## config.mk

```make
export PLATFORM = sky130hd
export DESIGN_NAME = elink_tx_framer_flat
export DESIGN_NICKNAME = d
export VERILOG_FILES = /design/src/rtl/elink_tx_framer_pkg.sv /design/src/rtl/elink_tx_framer_if.sv /design/src/rtl/elink_tx_framer_sync.sv /design/src/rtl/elink_tx_framer.sv /design/src/flat_wrapper.sv
export SDC_FILE = /design/constraint.sdc
export NUM_CORES = 1
export LEC_CHECK = 0
export CORE_ASPECT_RATIO = 1.1
export CORE_UTILIZATION = 35
export DETAILED_ROUTE_END_ITERATION = 10
export PLACE_DENSITY = 0.58
export SLEW_MARGIN = 20
export SYNTH_ARGS = -nofsm -noshare
export SYNTH_HDL_FRONTEND = slang
export SYNTH_HIERARCHICAL = 1
export SYNTH_SLANG_ARGS = --single-unit
export TNS_END_PERCENT = 50
```

## constraint.sdc

```tcl
create_clock -name CLK -period 1.93 [get_ports CLK]
set_clock_uncertainty 0.05 [all_clocks]
set_input_delay 0.2895 -clock CLK [delete_from_list [all_inputs] [get_ports CLK]]
set_output_delay 0.2895 -clock CLK [all_outputs]
set_load 0.02 [all_outputs]
```

## src/rtl/elink_tx_framer_pkg.sv

```systemverilog
// ---------------------------------------------------------------------------
// elink_tx_pkg
// Shared definitions for the eLink transmit framer:
//   - FSM state encodings (legacy-compatible 3-bit constants)
//   - packet lengths and the burst address stride
//   - captured-transaction struct
//   - helpers that build the header byte and pick a byte out of a word
// ---------------------------------------------------------------------------
package elink_tx_pkg;

   localparam logic [2:0] IDLE = 3'd0;
   localparam logic [2:0] HDR  = 3'd1;
   localparam logic [2:0] ADDR = 3'd2;
   localparam logic [2:0] DATA = 3'd3;
   localparam logic [2:0] SRC  = 3'd4;

   localparam int WR_PKT_BYTES = 9;
   localparam int RD_PKT_BYTES = 13;
   localparam int ADDR_STRIDE  = 4;

   typedef struct packed {
      logic        write;
      logic [1:0]  datamode;
      logic [3:0]  ctrlmode;
      logic [31:0] dstaddr;
      logic [31:0] data;
      logic [31:0] srcaddr;
   } txn_t;

   // Header byte: {CTRLMODE, WRITE, DATAMODE, 0}
   function automatic logic [7:0] packHeader(input logic [3:0] ctrl,
                                             input logic       write,
                                             input logic [1:0] dm);
      return {ctrl, write, dm, 1'b0};
   endfunction

   // Words go out MSB first, so index 0 selects bits [31:24]
   function automatic logic [7:0] wordByte(input logic [31:0] w,
                                           input logic [1:0]  idx);
      logic [7:0] b;
      b = w[7:0];
      case (idx)
         2'd0:    b = w[31:24];
         2'd1:    b = w[23:16];
         2'd2:    b = w[15:8];
         default: b = w[7:0];
      endcase
      return b;
   endfunction

endpackage

```

## src/rtl/elink_tx_framer_if.sv

```systemverilog
// ---------------------------------------------------------------------------
// elink_tx_framer_if
// Transaction handshake bus from the fabric source into the TX framer.
//   IN_VALID / IN_READY       : handshake, transfer when both high
//   IN_WRITE                  : 1 = write packet, 0 = read packet
//   IN_DATAMODE / IN_CTRLMODE : passed through in the header byte
//   IN_DSTADDR / IN_DATA / IN_SRCADDR : packet payload words
// master = transaction source, slave = framer.
// ---------------------------------------------------------------------------
interface elink_tx_framer_if;

   logic        IN_VALID;
   logic        IN_READY;
   logic        IN_WRITE;
   logic [1:0]  IN_DATAMODE;
   logic [3:0]  IN_CTRLMODE;
   logic [31:0] IN_DSTADDR;
   logic [31:0] IN_DATA;
   logic [31:0] IN_SRCADDR;

   modport master (
      output IN_VALID, IN_WRITE, IN_DATAMODE, IN_CTRLMODE,
             IN_DSTADDR, IN_DATA, IN_SRCADDR,
      input  IN_READY
   );

   modport slave (
      input  IN_VALID, IN_WRITE, IN_DATAMODE, IN_CTRLMODE,
             IN_DSTADDR, IN_DATA, IN_SRCADDR,
      output IN_READY
   );

endinterface

```

## src/rtl/elink_tx_framer_sync.sv

```systemverilog
// ---------------------------------------------------------------------------
// elink_sync2
// Multi-flop synchroniser for an asynchronous level input.
//   clk_i   : destination clock
//   rst_n_i : synchronous active-low reset, clears the chain
//   d_i     : asynchronous input
//   q_o     : synchronised output, SYNC_STAGES cycles of latency
// ---------------------------------------------------------------------------
module elink_sync2 #(
   parameter int SYNC_STAGES = 2
) (
   input  logic clk_i,
   input  logic rst_n_i,
   input  logic d_i,
   output logic q_o
);

   logic [SYNC_STAGES-1:0] chain_q;

   // Shift the async level through the chain; only the last flop is used
   always_ff @(posedge clk_i) begin
      if (!rst_n_i) begin
         chain_q <= '0;
      end else begin
         chain_q <= {chain_q[SYNC_STAGES-2:0], d_i};
      end
   end

   assign q_o = chain_q[SYNC_STAGES-1];

endmodule

```

## src/rtl/elink_tx_framer.sv

```systemverilog
// ---------------------------------------------------------------------------
// elink_tx_framer
// eLink transmit framer: accepts one transaction per handshake and sends it
// byte-wide with TX_FRAME high for the packet duration. Write packets are
// 9 bytes (header, dst, data), read packets 13 bytes (header, dst, zero
// data, src). Remote wait inputs block acceptance of new packets only.
//
// Ports:
//   CLK        : byte clock, rising edge
//   RESET_N    : synchronous active-low reset
//   inBus      : transaction handshake bus (slave side)
//   TX_WR_WAIT : remote write wait, asynchronous
//   TX_RD_WAIT : remote read wait, asynchronous
//   TX_DATA    : registered byte to serialiser
//   TX_FRAME   : registered, high while packet bytes are valid
//   BUSY       : packet in progress
//   PKT_COUNT  : completed packets, wraps
//
// Build option: define ELINK_TX_BURST_EN to allow a contiguous write to
// follow the previous write directly with only its 4 data bytes.
// ---------------------------------------------------------------------------
module elink_tx_framer
   import elink_tx_pkg::*;
#(
   parameter int PKT_CNT_W   = 16,
   parameter int SYNC_STAGES = 2
) (
   input  logic                 CLK,
   input  logic                 RESET_N,
   elink_tx_framer_if.slave     inBus,
   input  logic                 TX_WR_WAIT,
   input  logic                 TX_RD_WAIT,
   output logic [7:0]           TX_DATA,
   output logic                 TX_FRAME,
   output logic                 BUSY,
   output logic [PKT_CNT_W-1:0] PKT_COUNT
);

   logic [2:0]           state_q, state_d;
   logic [1:0]           idx_q, idx_d;
   txn_t                 hold_q, hold_d;
   logic [7:0]           txData_q, txData_d;
   logic                 txFrame_q, txFrame_d;
   logic [PKT_CNT_W-1:0] pktCount_q, pktCount_d;

   logic wrWaitS;
   logic rdWaitS;
   logic idleReady;
   logic inReady;
   logic accept;
   logic burstTake;
   txn_t inTxn;

   elink_sync2 #(.SYNC_STAGES(SYNC_STAGES)) uWrWaitSync (
      .clk_i   (CLK),
      .rst_n_i (RESET_N),
      .d_i     (TX_WR_WAIT),
      .q_o     (wrWaitS)
   );

   elink_sync2 #(.SYNC_STAGES(SYNC_STAGES)) uRdWaitSync (
      .clk_i   (CLK),
      .rst_n_i (RESET_N),
      .d_i     (TX_RD_WAIT),
      .q_o     (rdWaitS)
   );

   assign inTxn = '{write:    inBus.IN_WRITE,
                    datamode: inBus.IN_DATAMODE,
                    ctrlmode: inBus.IN_CTRLMODE,
                    dstaddr:  inBus.IN_DSTADDR,
                    data:     inBus.IN_DATA,
                    srcaddr:  inBus.IN_SRCADDR};

   // Normal acceptance depends only on registered state and synced waits
   assign idleReady = (state_q == IDLE) && !wrWaitS && !rdWaitS;

`ifdef ELINK_TX_BURST_EN
   logic burstReady;

   // Burst continuation: this term looks at the incoming IN_* fields, so
   // IN_READY has a combinational path from the bus in this build
   assign burstReady = (state_q == DATA) && (idx_q == 2'd3) && hold_q.write &&
                       inBus.IN_WRITE &&
                       (inBus.IN_CTRLMODE == hold_q.ctrlmode) &&
                       (inBus.IN_DATAMODE == hold_q.datamode) &&
                       (inBus.IN_DSTADDR == hold_q.dstaddr + 32'(ADDR_STRIDE)) &&
                       !wrWaitS && !rdWaitS;
   assign inReady   = idleReady || burstReady;
   assign burstTake = accept && (state_q == DATA);
`else
   assign inReady   = idleReady;
   assign burstTake = 1'b0;
`endif

   assign accept         = inBus.IN_VALID && inReady;
   assign inBus.IN_READY = inReady;

   // Next-state and output-byte selection. The byte chosen for the current
   // state is registered, so TX_DATA lags the state by one cycle; IDLE
   // produces the zero/frame-low gap byte.
   always_comb begin
      state_d    = state_q;
      idx_d      = idx_q;
      hold_d     = hold_q;
      pktCount_d = pktCount_q;
      txData_d   = 8'h00;
      txFrame_d  = 1'b0;
      case (state_q)
         IDLE: begin
            if (accept) begin
               state_d = HDR;
               hold_d  = inTxn;
            end
         end
         HDR: begin
            txData_d  = packHeader(hold_q.ctrlmode, hold_q.write, hold_q.datamode);
            txFrame_d = 1'b1;
            idx_d     = 2'd0;
            state_d   = ADDR;
         end
         ADDR: begin
            txData_d  = wordByte(hold_q.dstaddr, idx_q);
            txFrame_d = 1'b1;
            idx_d     = idx_q + 2'd1;
            if (idx_q == 2'd3) begin
               state_d = DATA;
            end
         end
         DATA: begin
            txData_d  = hold_q.write ? wordByte(hold_q.data, idx_q) : 8'h00;
            txFrame_d = 1'b1;
            idx_d     = idx_q + 2'd1;
            if (idx_q == 2'd3) begin
               if (!hold_q.write) begin
                  state_d = SRC;
               end else begin
                  pktCount_d = pktCount_q + PKT_CNT_W'(1);
                  if (burstTake) begin
                     state_d = DATA;
                     hold_d  = inTxn;
                  end else begin
                     state_d = IDLE;
                  end
               end
            end
         end
         SRC: begin
            txData_d  = wordByte(hold_q.srcaddr, idx_q);
            txFrame_d = 1'b1;
            idx_d     = idx_q + 2'd1;
            if (idx_q == 2'd3) begin
               pktCount_d = pktCount_q + PKT_CNT_W'(1);
               state_d    = IDLE;
            end
         end
         default: begin
            state_d = IDLE;
         end
      endcase
   end

   // State, holding register and registered outputs; reset aborts any
   // packet in flight without counting it
   always_ff @(posedge CLK) begin
      if (!RESET_N) begin
         state_q    <= IDLE;
         idx_q      <= 2'd0;
         hold_q     <= '0;
         txData_q   <= 8'h00;
         txFrame_q  <= 1'b0;
         pktCount_q <= '0;
      end else begin
         state_q    <= state_d;
         idx_q      <= idx_d;
         hold_q     <= hold_d;
         txData_q   <= txData_d;
         txFrame_q  <= txFrame_d;
         pktCount_q <= pktCount_d;
      end
   end

   assign TX_DATA   = txData_q;
   assign TX_FRAME  = txFrame_q;
   assign BUSY      = (state_q != IDLE);
   assign PKT_COUNT = pktCount_q;

endmodule

```

## src/flat_wrapper.sv

```systemverilog
// flat-port wrapper written by rule: the top's interface ports become plain ports
module elink_tx_framer_flat import elink_tx_pkg::*;
#(
   parameter int PKT_CNT_W   = 16,
   parameter int SYNC_STAGES = 2
)
  (CLK, RESET_N, TX_WR_WAIT, TX_RD_WAIT, TX_DATA, TX_FRAME, BUSY, PKT_COUNT, inBus_IN_VALID, inBus_IN_WRITE, inBus_IN_DATAMODE, inBus_IN_CTRLMODE, inBus_IN_DSTADDR, inBus_IN_DATA, inBus_IN_SRCADDR, inBus_IN_READY);
  elink_tx_framer_if inBus_i ();
  input  logic CLK;
  input  logic RESET_N;
  input  logic TX_WR_WAIT;
  input  logic TX_RD_WAIT;
  output logic [7:0] TX_DATA;
  output logic TX_FRAME;
  output logic BUSY;
  output logic [PKT_CNT_W-1:0] PKT_COUNT;
  input wire logic [$bits(inBus_i.IN_VALID)-1:0] inBus_IN_VALID;
  input wire logic [$bits(inBus_i.IN_WRITE)-1:0] inBus_IN_WRITE;
  input wire logic [$bits(inBus_i.IN_DATAMODE)-1:0] inBus_IN_DATAMODE;
  input wire logic [$bits(inBus_i.IN_CTRLMODE)-1:0] inBus_IN_CTRLMODE;
  input wire logic [$bits(inBus_i.IN_DSTADDR)-1:0] inBus_IN_DSTADDR;
  input wire logic [$bits(inBus_i.IN_DATA)-1:0] inBus_IN_DATA;
  input wire logic [$bits(inBus_i.IN_SRCADDR)-1:0] inBus_IN_SRCADDR;
  output wire logic [$bits(inBus_i.IN_READY)-1:0] inBus_IN_READY;
  assign inBus_i.IN_VALID = inBus_IN_VALID;
  assign inBus_i.IN_WRITE = inBus_IN_WRITE;
  assign inBus_i.IN_DATAMODE = inBus_IN_DATAMODE;
  assign inBus_i.IN_CTRLMODE = inBus_IN_CTRLMODE;
  assign inBus_i.IN_DSTADDR = inBus_IN_DSTADDR;
  assign inBus_i.IN_DATA = inBus_IN_DATA;
  assign inBus_i.IN_SRCADDR = inBus_IN_SRCADDR;
  assign inBus_IN_READY = inBus_i.IN_READY;
  elink_tx_framer #(.PKT_CNT_W(PKT_CNT_W), .SYNC_STAGES(SYNC_STAGES)) u_core (.CLK(CLK), .RESET_N(RESET_N), .inBus(inBus_i), .TX_WR_WAIT(TX_WR_WAIT), .TX_RD_WAIT(TX_RD_WAIT), .TX_DATA(TX_DATA), .TX_FRAME(TX_FRAME), .BUSY(BUSY), .PKT_COUNT(PKT_COUNT));
endmodule
```

==> metrics.md <==
| Metric | Value |
|---|---|
| Count of final setup violators | `1` |
| Number of hold-repair buffers added at the cts stage | `0` |
| Startpoint Class | `register` |
| Worst-case hold slack | `0.374 ns` |
| Headroom to the max-slew limit | `69.0%` |
| Clock insertion delay at the later pin of the skew report | `0.41 ns` |
| Floorplan die width | `123 um` |
| Reported max-cap violation count | `0` |
| Cell area after layout | `~8200 um^2` |
| Total number of vias | `5583` |
| Nature of the critical path endpoint | `register` |
| Final-report hold violation count | `0` |
| Final critical path time including I/O delays and setup | `1.95 ns` |
| Arrival time of data at the critical path endpoint | `2.19 ns` |
| Number of synthesized flops with an enable pin | `0` |
| Combinational share of power | `a little over an eighth` |
| FF/Latch Area | `~2800 um^2` |
| Total net switching power | `about 1.7 mW` |
| Number of design rule violations left after detail routing | `0` |
| Number of library cell types mapped by synthesis | `between 40 and 50` |
| Post-DP HPWL | `11800 um` |
| Flip-flop and latch count after synthesis | `137` |
| Share of synthesized area occupied by flip-flops and latches | `about half` |
| Die Y-Extent | `135 um` |
| Post-route worst setup slack | `-0.0166 ns` |
| Share of power burned in the clock network | `~45%` |
| Maximum number of buffers from clock root to sink | `2` |
| Detailed-routing iteration count for the pre-antenna-repair pass | `5` |
| Vias in the first global route | `5201` |
| DP Area | `roughly 7400 um^2` |
| Via density | `5.30` |
| Clock tree from TritonCTS | `yes` |
| Initial detailed-routing violation count | `571` |
| Power density over the cells | `894 nW/um^2` |
| Internal power | `5.62 mW` |
| WL final | `between 15000 and 20000 um` |
| Switch share | `23.7%` |
| Die Area | `around 17000 um^2` |
| Area of combinational cells with multiple inputs | `2720 um^2` |
| Critical Setup Path Class | `reg -> reg` |
| RSZ-0062 raised after global routing | `true` |
| Worst-path fanout max | `6` |
| Violated checks | `setup timing` |
| YS warnings | `6` |
| GR Overflow Total | `0` |
| Clock net sink count | `around 140` |
| Layout cells sized above 1 | `between 10% and 20%` |
| Cell area after synthesis | `5630 um^2` |
| Highest ir drop seen on vdd | `606 uV` |
| Avg WL per Cell | `16.2 um` |
| Final period util | `101%` |
| FFs w/ async S/R, synth | `0%` |
| H-Tree Depth | `4` |
| Post-Synthesis Net Count | `808` |
| Power share of the sequential group | `41.9%` |
| Peak clock frequency supported by timing | `514 MHz` |
| Inserted Diodes | `0` |
| Global placement routability congestion | `0.836` |
| Post-route antenna net violation count | `0` |
| Layout overhead on the synthesized area | `46.3%` |
| Library cell used as clock root buffer | `clkbuf_16` |
| Total design power | `7.37 mW` |
| Initial antenna violation count | `0` |
| Number of placed I/O pins | `135` |
| Outcome | `complete, but fails checks` |
| Number of rows in the core area | `48` |
| Leakage power of the design | `around 3 nW` |
| Clock transition at the registers of the reported paths | `0.06 ns` |
| Final Max Slew Viols | `0` |
| Fillers | `1467` |
| First-pass GRT wire length | `26100 um` |
| # port buffers | `~130` |
| Worst Tran Pin Value | `0.465 ns` |
| Total CTS buffers | `17` |
| Critical path required time | `2.18 ns` |
| Mean instance size in the synthesized netlist | `8.10 um^2` |
| Starting density of the core | `35.8%` |
| Path category of the worst min-delay check | `in -> reg` |
| # nets final | `953` |
| GRT Overall Usage | `20.5%` |
| Largest net degree at the start of global routing | `60` |
| Utilization after layout | `between 50% and 60%` |
| Cells after Synth | `roughly 700` |
| Core ar. | `15700 um^2` |
| Most used flip-flop cell after synthesis | `dfxtp_1` |
through the flow:
| step | TNS, ns | setup WS [ns] | std cells |
|---|---|---|---|
| 2_1_floorplan | 0 | 0.0132 | 695 |
| 3_3_place_gp | -0.855 | -0.250 | 1012 |
| 3_5_place_dp | -0.954 | -0.242 | 1012 |
| 4_1_cts | -0.0125 | -0.0125 | 1044 |
| 5_1_grt | -0.354 | -0.0768 | 1053 |
| 6_report | -0.0166 | -0.0166 | 1053 |
worst max-delay path, cell delays in order (launching register included):
cell and delay (ns):
dfxtp_2 0.35, inv_4 0.05, ha_4 0.18, buf_6 0.13
clkbuf_16 0.15, a222oi_1 0.36, o22ai_1 0.20, a22oi_2 0.27
a21oi_2 0.08
state kept, by name, summed over array words and instances (netlist names):
name,flops
u_core/state_q,3
u_core/idx_q,2
u_core/hold_q,103
u_core/TX_FRAME,1
u_core/uWrWaitSync/chain_q,2
u_core/PKT_COUNT,16
u_core/TX_DATA,8
u_core/uRdWaitSync/chain_q,2
cell usage after synthesis (3+ instances only):
master     count  share of area, %
dfxtp_1      137                49
buf_2          8              0.71
a21oi_1      125                11
clkbuf_1      38               2.5
o21ai_0       14               1.2
o211ai_1       3              0.40
and2_1         5              0.56
a2bb2oi_1      6              0.93
inv_1          5              0.33
or4_1          8               1.1
buf_6          7               1.4
o22ai_1        6              0.67
nor2_1         9              0.60
nand2_1      224                15
o31ai_1        8               1.1
a22oi_1       13               1.7
nor2b_1        3              0.33
a222oi_1      24               4.3
or3_1          3              0.33
xor2_1         5              0.78
nand2b_1       4              0.44
ha_1           5               1.1
nor3_1         3              0.27
nand3_1        5              0.44
layout by cell type (no fill, tap or decap), types with 11 or more instances in the layout:
cell type	n
clkbuf_16	20
dfxtp_1	132
o21ai_0	12
clkdlybuf4s50_1	132
a21oi_1	119
buf_12	11
a222oi_1	24
buf_4	25
nand2_1	222
power groups by stage:
stage | sequential, mW | clock, mW | combinational (mW)
after global placement | 3.13 | 0 | 0.935
after global routing | 3.10 | 3.49 | 1.09
after CTS | 3.08 | 3.33 | 0.954
after detailed placement | 3.14 | 0 | 0.946
after floorplan | 3.12 | 0 | 0.489
final | 3.08 | 3.28 | 1.00
final cells by class:
type | instances | area share, %
sequential | 137 | 33.4
multi-input combinational | 498 | 33.0
timing repair buffer | 180 | 23.0
clock buffer | 24 | 5.84
tap | 200 | 3.04
clock inverter | 8 | 1.43
inverter | 6 | 0.349
kinds of logic after synthesis:
family / Yosys count / synth area share (%)
mux: 1 / 0.178
buf+inv: 60 / 5.11
fa+ha+maj: 5 / 1.11
xor+xnor: 6 / 0.933
compound gates: 209 / 22.8
flops: 137 / 48.7
simple gates: 277 / 21.1
worst paths after layout:
kind                                                               start                                        to  slack, ns  depth (start not counted)
worst max-delay path                        u_core/idx_q[1]$_SDFFE_PN0P_              u_core/TX_DATA[5]$_SDFF_PN0_      -0.02                          8
worst min-delay path                                 inBus_IN_SRCADDR[1]             u_core/hold_q[1]$_SDFFE_PN0P_       0.37                          3
worst max register to register              u_core/idx_q[1]$_SDFFE_PN0P_              u_core/TX_DATA[5]$_SDFF_PN0_      -0.02                          8
worst min register to register  u_core/uRdWaitSync/chain_q[0]$_SDFF_PN0_  u_core/uRdWaitSync/chain_q[1]$_SDFF_PN0_       0.39                          1
routing by layer:
layer / global-route usage [%] / share of wire, % / vias up
met5: 0 / 0 / -
met4: 5.49 / 1.2 / 0
met3: 5.28 / 6.5 / 15
met2: 34.7 / 50 / 184
met1: 25.5 / 42 / 2656
li1: - / - / 2728
repair_timing:
| item | 4_1_cts | 5_1_grt |
|---|---|---|
| endpoints found under the setup margin | 13 | 40 |
| pin swaps | 7 | 25 |
| buffers inserted | 0 | 4 |
| gates resized for setup | 19 | 28 |
| gates cloned | 0 | 5 |
Power figures use the tool's default switching activity.
